**src/rtl/axi4_lite_regfile.sv**
```systemverilog
// AXI4-Lite slave register file with byte-strobed writes and independent read/write channels.
// Define AXIL_ADDR_CHECK_EN to return SLVERR for out-of-range indices instead of wrapping.
module axi4_lite_regfile #(
  parameter int DATA_WIDTH = 32,
  parameter int ADDR_WIDTH = 8,
  parameter int NUM_REGS   = 16
) (
  input  logic                      ACLK,
  input  logic                      ARESETN,
  input  logic [ADDR_WIDTH-1:0]     AWADDR,
  input  logic                      AWVALID,
  output logic                      AWREADY,
  input  logic [DATA_WIDTH-1:0]     WDATA,
  input  logic [DATA_WIDTH/8-1:0]   WSTRB,
  input  logic                      WVALID,
  output logic                      WREADY,
  output logic [1:0]                BRESP,
  output logic                      BVALID,
  input  logic                      BREADY,
  input  logic [ADDR_WIDTH-1:0]     ARADDR,
  input  logic                      ARVALID,
  output logic                      ARREADY,
  output logic [DATA_WIDTH-1:0]     RDATA,
  output logic [1:0]                RRESP,
  output logic                      RVALID,
  input  logic                      RREADY
);

  localparam int STRB_WIDTH = DATA_WIDTH / 8;
  localparam int OFFS       = $clog2(STRB_WIDTH);
  localparam int IDX_WIDTH  = $clog2(NUM_REGS);

`ifdef AXIL_ADDR_CHECK_EN
  localparam logic ADDR_CHECK = 1'b1;
`else
  localparam logic ADDR_CHECK = 1'b0;
`endif

  localparam logic [1:0] IDLE      = 2'd0;
  localparam logic [1:0] HAVE_ADDR = 2'd1;
  localparam logic [1:0] HAVE_DATA = 2'd2;
  localparam logic [1:0] RESP      = 2'd3;

  logic [1:0]            state;
  logic                  live;
  logic [ADDR_WIDTH-1:0] awaddr_q;
  logic [DATA_WIDTH-1:0] wdata_q;
  logic [STRB_WIDTH-1:0] wstrb_q;
  logic [1:0]            bresp_q;
  logic                  rvalid_q;
  logic [DATA_WIDTH-1:0] rdata_q;
  logic [1:0]            rresp_q;
  logic [DATA_WIDTH-1:0] regs [NUM_REGS];

  logic                  aw_hs, w_hs, ar_hs, commit, wr_en;
  logic [ADDR_WIDTH-1:0] wr_addr, wr_word, rd_word;
  logic [DATA_WIDTH-1:0] wr_data;
  logic [STRB_WIDTH-1:0] wr_strb;
  logic [IDX_WIDTH-1:0]  wr_idx, rd_idx;
  logic                  wr_ok, rd_ok;

  // live keeps every ready low while reset is held and for the release cycle.
  assign AWREADY = live && (state == IDLE || state == HAVE_DATA);
  assign WREADY  = live && (state == IDLE || state == HAVE_ADDR);
  assign ARREADY = live && !rvalid_q;
  assign BVALID  = (state == RESP);
  assign BRESP   = bresp_q;
  assign RVALID  = rvalid_q;
  assign RDATA   = rdata_q;
  assign RRESP   = rresp_q;

  assign aw_hs  = AWVALID && AWREADY;
  assign w_hs   = WVALID && WREADY;
  assign ar_hs  = ARVALID && ARREADY;
  assign commit = (state == IDLE && aw_hs && w_hs) ||
                  (state == HAVE_ADDR && w_hs) ||
                  (state == HAVE_DATA && aw_hs);

  // The half that arrived first comes from its latch, the other straight from the bus.
  assign wr_addr = (state == HAVE_ADDR) ? awaddr_q : AWADDR;
  assign wr_data = (state == HAVE_DATA) ? wdata_q : WDATA;
  assign wr_strb = (state == HAVE_DATA) ? wstrb_q : WSTRB;

  assign wr_word = wr_addr >> OFFS;
  assign rd_word = ARADDR >> OFFS;
  assign wr_idx  = wr_word[IDX_WIDTH-1:0];
  assign rd_idx  = rd_word[IDX_WIDTH-1:0];
  assign wr_ok   = {1'b0, wr_word} < (ADDR_WIDTH+1)'(NUM_REGS);
  assign rd_ok   = {1'b0, rd_word} < (ADDR_WIDTH+1)'(NUM_REGS);
  assign wr_en   = commit && (wr_ok || !ADDR_CHECK);

  always_ff @(posedge ACLK or negedge ARESETN) begin
    if (!ARESETN) begin
      state    <= IDLE;
      live     <= 1'b0;
      awaddr_q <= '0;
      wdata_q  <= '0;
      wstrb_q  <= '0;
      bresp_q  <= 2'b00;
    end else begin
      live <= 1'b1;
      case (state)
        IDLE: begin
          if (aw_hs && w_hs) state <= RESP;
          else if (aw_hs)    state <= HAVE_ADDR;
          else if (w_hs)     state <= HAVE_DATA;
        end
        HAVE_ADDR: if (w_hs)   state <= RESP;
        HAVE_DATA: if (aw_hs)  state <= RESP;
        RESP:      if (BREADY) state <= IDLE;
        default:               state <= IDLE;
      endcase
      if (aw_hs) awaddr_q <= AWADDR;
      if (w_hs) begin
        wdata_q <= WDATA;
        wstrb_q <= WSTRB;
      end
      if (commit) bresp_q <= (ADDR_CHECK && !wr_ok) ? 2'b10 : 2'b00;
    end
  end

  always_ff @(posedge ACLK or negedge ARESETN) begin
    if (!ARESETN) begin
      for (int i = 0; i < NUM_REGS; i++) regs[i] <= '0;
    end else if (wr_en) begin
      for (int b = 0; b < STRB_WIDTH; b++) begin
        if (wr_strb[b]) regs[wr_idx][b*8 +: 8] <= wr_data[b*8 +: 8];
      end
    end
  end

  // Reads sample regs before any same-edge write lands, so they see the old value.
  always_ff @(posedge ACLK or negedge ARESETN) begin
    if (!ARESETN) begin
      rvalid_q <= 1'b0;
      rdata_q  <= '0;
      rresp_q  <= 2'b00;
    end else if (ar_hs) begin
      rvalid_q <= 1'b1;
      rdata_q  <= (rd_ok || !ADDR_CHECK) ? regs[rd_idx] : '0;
      rresp_q  <= (ADDR_CHECK && !rd_ok) ? 2'b10 : 2'b00;
    end else if (rvalid_q && RREADY) begin
      rvalid_q <= 1'b0;
      rdata_q  <= '0;
      rresp_q  <= 2'b00;
    end
  end

endmodule

```
**config.mk**
```make
export PLATFORM = sky130hd
export DESIGN_NAME = axi4_lite_regfile
export DESIGN_NICKNAME = d
export VERILOG_FILES = /design/src/rtl/axi4_lite_regfile.sv
export SDC_FILE = /design/constraint.sdc
export NUM_CORES = 1
export LEC_CHECK = 0
export CORE_UTILIZATION = 50
export DETAILED_ROUTE_END_ITERATION = 10
export PLACE_DENSITY_LB_ADDON = 0.08
export RECOVER_POWER = 100
export SYNTH_ARGS = -nofsm -noshare
export SYNTH_HDL_FRONTEND = slang
export SYNTH_SLANG_ARGS = --single-unit
```
**constraint.sdc**
```tcl
create_clock -name ACLK -period 2.4 [get_ports ACLK]
set_clock_uncertainty 0.15 [all_clocks]
set_input_delay 0.6 -clock ACLK [delete_from_list [all_inputs] [get_ports ACLK]]
set_output_delay 0.6 -clock ACLK [all_outputs]
set_load 0.1 [all_outputs]
```
==> impl_metrics.toml <==
[global_routing]
antenna_found_initial = 1
grt_pass1_vias = 17600
grt_remaining_overflow = 0
grt_start_max_net_pins = 80
globalRouteTotalUtil = 0.250
grt_first_pass_wirelength_microns = 107000

[critical_path]
setup.worst_path.end_class = "flip-flop"
crit_required_ns = 2.75
reg2reg_depth = 9
worstSetupStartpoint = "state[1]"
cp_data_arrival_time_ns = 3.00
r2r-start = "state[1]"
setup.worst_path.class = "flip-flop to flip-flop"
maximum_fanout_count_along_the_critical_path = 23
critical_path.startpoint_type = "flip-flop"

[cells_and_area]
layout-drive-gt1-share = 0.555
area_growth_syn_to_layout_pct = 21.8
final_nets = 2084
post-route-util = 0.619
num-fill-cells = 4171
multi_input_area_sq_um = 12400
layout.cells.non_filler = 2765
ff_latch_area_sq_um = 14700

[status]
outcome = "finished with violations"
failing_checks = "negative setup slack"

[flow_run]
drv_cap = 0

[cts]
worst_skew_pair_latency_ns = 0.63
cts_bufs_inserted = 61
cts.reportedPaths.clkPinSlew_ns = 0.06
clock_sinks = 588
htreeDepth = 2
ctsRootBufferMaster = "sky130_fd_sc_hd__clkbuf_16"
clock_tree.buffer_depth = 3
tritoncts = "done"

[yosys]
synth_area_per_cell_sq_um = 15.5
yosys_most_used_dff = "sky130_fd_sc_hd__dfrtp_1"
netlist.top_cell.by_area = "sky130_fd_sc_hd__dfrtp_1"
synthArstFlopShare = 1.00
post-synth-top-count-cell = "sky130_fd_sc_hd__mux2_2"
ys_warn_count = 0
synth-seq-cells = 588
synth.top_cell.area_share = 0.536
netlist_top_cells_area = "sky130_fd_sc_hd__dfrtp_1 (54%), sky130_fd_sc_hd__mux2_2 (25%), sky130_fd_sc_hd__mux4_2 (8.0%)"
synth_enable_flop_cells = 0
netlist-cell-type-count = 50
syn-instance-count = 1770
synth.yosys.seq_area_share = 0.536
synth_commonest_cells = "sky130_fd_sc_hd__mux2_2 (616), sky130_fd_sc_hd__dfrtp_1 (588), sky130_fd_sc_hd__mux4_2 (97), sky130_fd_sc_hd__clkbuf_1 (71), sky130_fd_sc_hd__mux2i_1 (69)"
synth.cell_area_sq_um = 27400

[detailed_routing]
finalWirelength_microns = 67500
drt_iter0_drc = 897
route.detailed.wl_per_inst_microns = 24.4
remaining_drc_errors = 0
drt.antenna.violating_nets = 0
via_per_inst = 5.90
drt-pass1-iter-count = 5
dr_total_vias = 16300

[timing]
setup_ws_ns = -0.254
worst_pin_slew_ns = 0.964
post-route-min-period_ns = 2.65
finalSetupViolCount = 496
rsz0062_at_grt = "true"
final-max-slew-violation-count = 0
maxClockFrequency_ghz = 0.377
fin_hold_ws_ns = 0.335
slew_headroom = 0.358
final.period_utilization = 1.11
hold_viol = 0

[power_and_ir_drop]
worst_vdd_ir_mv = 0.795
cellLeakagePower_nw = 16.0
power_density_nw_per_um2 = 1170

[floorplanning]
die-height_microns = 236
die_width_microns = 236
num_rows = 85
io_pins = 100
die-area_sq_um = 55800
fp.coreArea_sq_um = 54000
initial_utilization = 0.508

[placed_design]
dpl.cell_count = 2640
dp_hpwl_microns = 43900
port_buffers = 87
globalplace.congestion = 0.829

[worst_hold_path]
hold-path-cell-count = 1
min-delay-path-class = "flip-flop to flip-flop"
min-delay-start = "regs[401]"
sequential cells by signal, summed over array words and instances, names as in the netlist:
| name | flops |
|---|---|
| awaddr_q | 4 |
| regs | 512 |
| RVALID | 1 |
| live | 1 |
| wdata_q | 32 |
| RDATA | 32 |
| wstrb_q | 4 |
| state | 2 |
cells in the final DEF, fill, tap and decap left out, types with 3 or more instances in the layout:
| cell | count |
|---|---|
| sky130_fd_sc_hd__nor3_4 | 32 |
| sky130_fd_sc_hd__clkinv_2 | 12 |
| sky130_fd_sc_hd__nor2_1 | 8 |
| sky130_fd_sc_hd__o21ai_0 | 3 |
| sky130_fd_sc_hd__and2_1 | 3 |
| sky130_fd_sc_hd__clkdlybuf4s50_1 | 46 |
| sky130_fd_sc_hd__nor2_4 | 4 |
| sky130_fd_sc_hd__mux2_2 | 606 |
| sky130_fd_sc_hd__nor4b_4 | 3 |
| sky130_fd_sc_hd__buf_4 | 102 |
| sky130_fd_sc_hd__bufinv_16 | 4 |
| sky130_fd_sc_hd__inv_1 | 4 |
| sky130_fd_sc_hd__o211ai_1 | 47 |
| sky130_fd_sc_hd__clkbuf_2 | 37 |
| sky130_fd_sc_hd__clkbuf_1 | 22 |
| sky130_fd_sc_hd__a211oi_2 | 3 |
| sky130_fd_sc_hd__nand4_2 | 10 |
| sky130_fd_sc_hd__nand3_1 | 9 |
| sky130_fd_sc_hd__mux2i_1 | 69 |
| sky130_fd_sc_hd__clkbuf_4 | 6 |
| sky130_fd_sc_hd__buf_12 | 86 |
| sky130_fd_sc_hd__dfrtp_1 | 587 |
| sky130_fd_sc_hd__mux2_4 | 10 |
| sky130_fd_sc_hd__mux4_2 | 97 |
| sky130_fd_sc_hd__buf_6 | 16 |
| sky130_fd_sc_hd__clkbuf_8 | 16 |
| sky130_fd_sc_hd__nand2_1 | 34 |
| sky130_fd_sc_hd__clkbuf_16 | 63 |
| sky130_fd_sc_hd__a22oi_1 | 63 |
| sky130_fd_sc_hd__mux2_1 | 3 |
| sky130_fd_sc_hd__nand3_2 | 5 |
| sky130_fd_sc_hd__nor3_2 | 7 |
| sky130_fd_sc_hd__conb_1 | 5 |
repair_timing:
item,4_1_cts,5_1_grt
endpoints found under the setup margin,515,515
hold buffers,1,0
cloned,0,0
pin swaps,16,7
gates resized for setup,35,14
hold endpoints to repair,20,0
buffers inserted,11,3
area by class of cell:
type                            count  share of cell area
Tap cell                          696              0.0260
Multi-Input combinational cell   1062               0.370
Timing Repair Buffer              302               0.102
Inverter                            6            0.000823
Antenna cell                        1           0.0000749
Clock inverter                     17             0.00565
Sequential cell                   588               0.440
Clock buffer                       93              0.0550
report_power, final:
part	total [W]	switching (W)	internal (W)
combinational	0.0131	0.00643	0.00663
sequential	0.0164	0.00218	0.0142
clock	0.00956	0.00389	0.00566
total	0.0390	0.0125	0.0265
cell families (layout without fill, tap and decap cells):
| family | after synthesis | in the layout | synth area share |
|---|---|---|---|
| multiplexers | 785 | 785 | 0.359 |
| AND/OR/NAND/NOR | 136 | 136 | 0.0457 |
| adder cells (fa/ha/maj) | 4 | 4 | 0.00182 |
| buffers and inverters | 123 | 418 | 0.0206 |
| other | 2 | 6 | 0.000274 |
| AO/OA/AOI/OAI | 132 | 132 | 0.0367 |
| flip-flops | 588 | 588 | 0.536 |
worst paths after layout:
kind / endpoint / slack [ns]
worst max-delay path: regs[480] / -0.25
worst min-delay path: regs[401] / 0.34
worst max register to register: regs[480] / -0.25
worst min register to register: regs[401] / 0.34
max in group asynchronous: regs[286] / 0.05
min in group asynchronous: regs[235] / 0.51
per-stage QoR:
stage / area, sq um / setup TNS (ns) / setup WS [ns] / power [W]
after floorplan: 27500 / 0 / 0.0102 / 0.0254
after global placement: 31300 / -230.18 / -0.586 / 0.0287
after detailed placement: 31300 / -226.09 / -0.573 / 0.0293
after CTS: 33600 / -50.73 / -0.235 / 0.0393
after global routing: 33400 / -113.92 / -0.323 / 0.0411
final: 33400 / -63.35 / -0.254 / 0.0390
critical path: stages, from the launching register on:
cell and delay [ns]:
sky130_fd_sc_hd__dfrtp_1 0.38, sky130_fd_sc_hd__buf_4 0.14, sky130_fd_sc_hd__ha_2 0.20, sky130_fd_sc_hd__buf_12 0.16, sky130_fd_sc_hd__a21o_1 0.18, sky130_fd_sc_hd__a22oi_2 0.39, sky130_fd_sc_hd__buf_12 0.31, sky130_fd_sc_hd__nor4b_4 0.09
sky130_fd_sc_hd__buf_12 0.18, sky130_fd_sc_hd__mux2_1 0.31
metal layers:
layer | GRT usage | vias to the layer above | part of all wire | routed length, microns
li1 | - | 7208 | - | -
met1 | 0.347 | 8762 | 0.45 | 30600
met2 | 0.412 | 257 | 0.49 | 33000
met3 | 0.0335 | 98 | 0.033 | 2250
met4 | 0.0716 | 0 | 0.024 | 1600
met5 | 0 | - | 0 | 0
No activity file was read; power rests on OpenSTA's default activity.
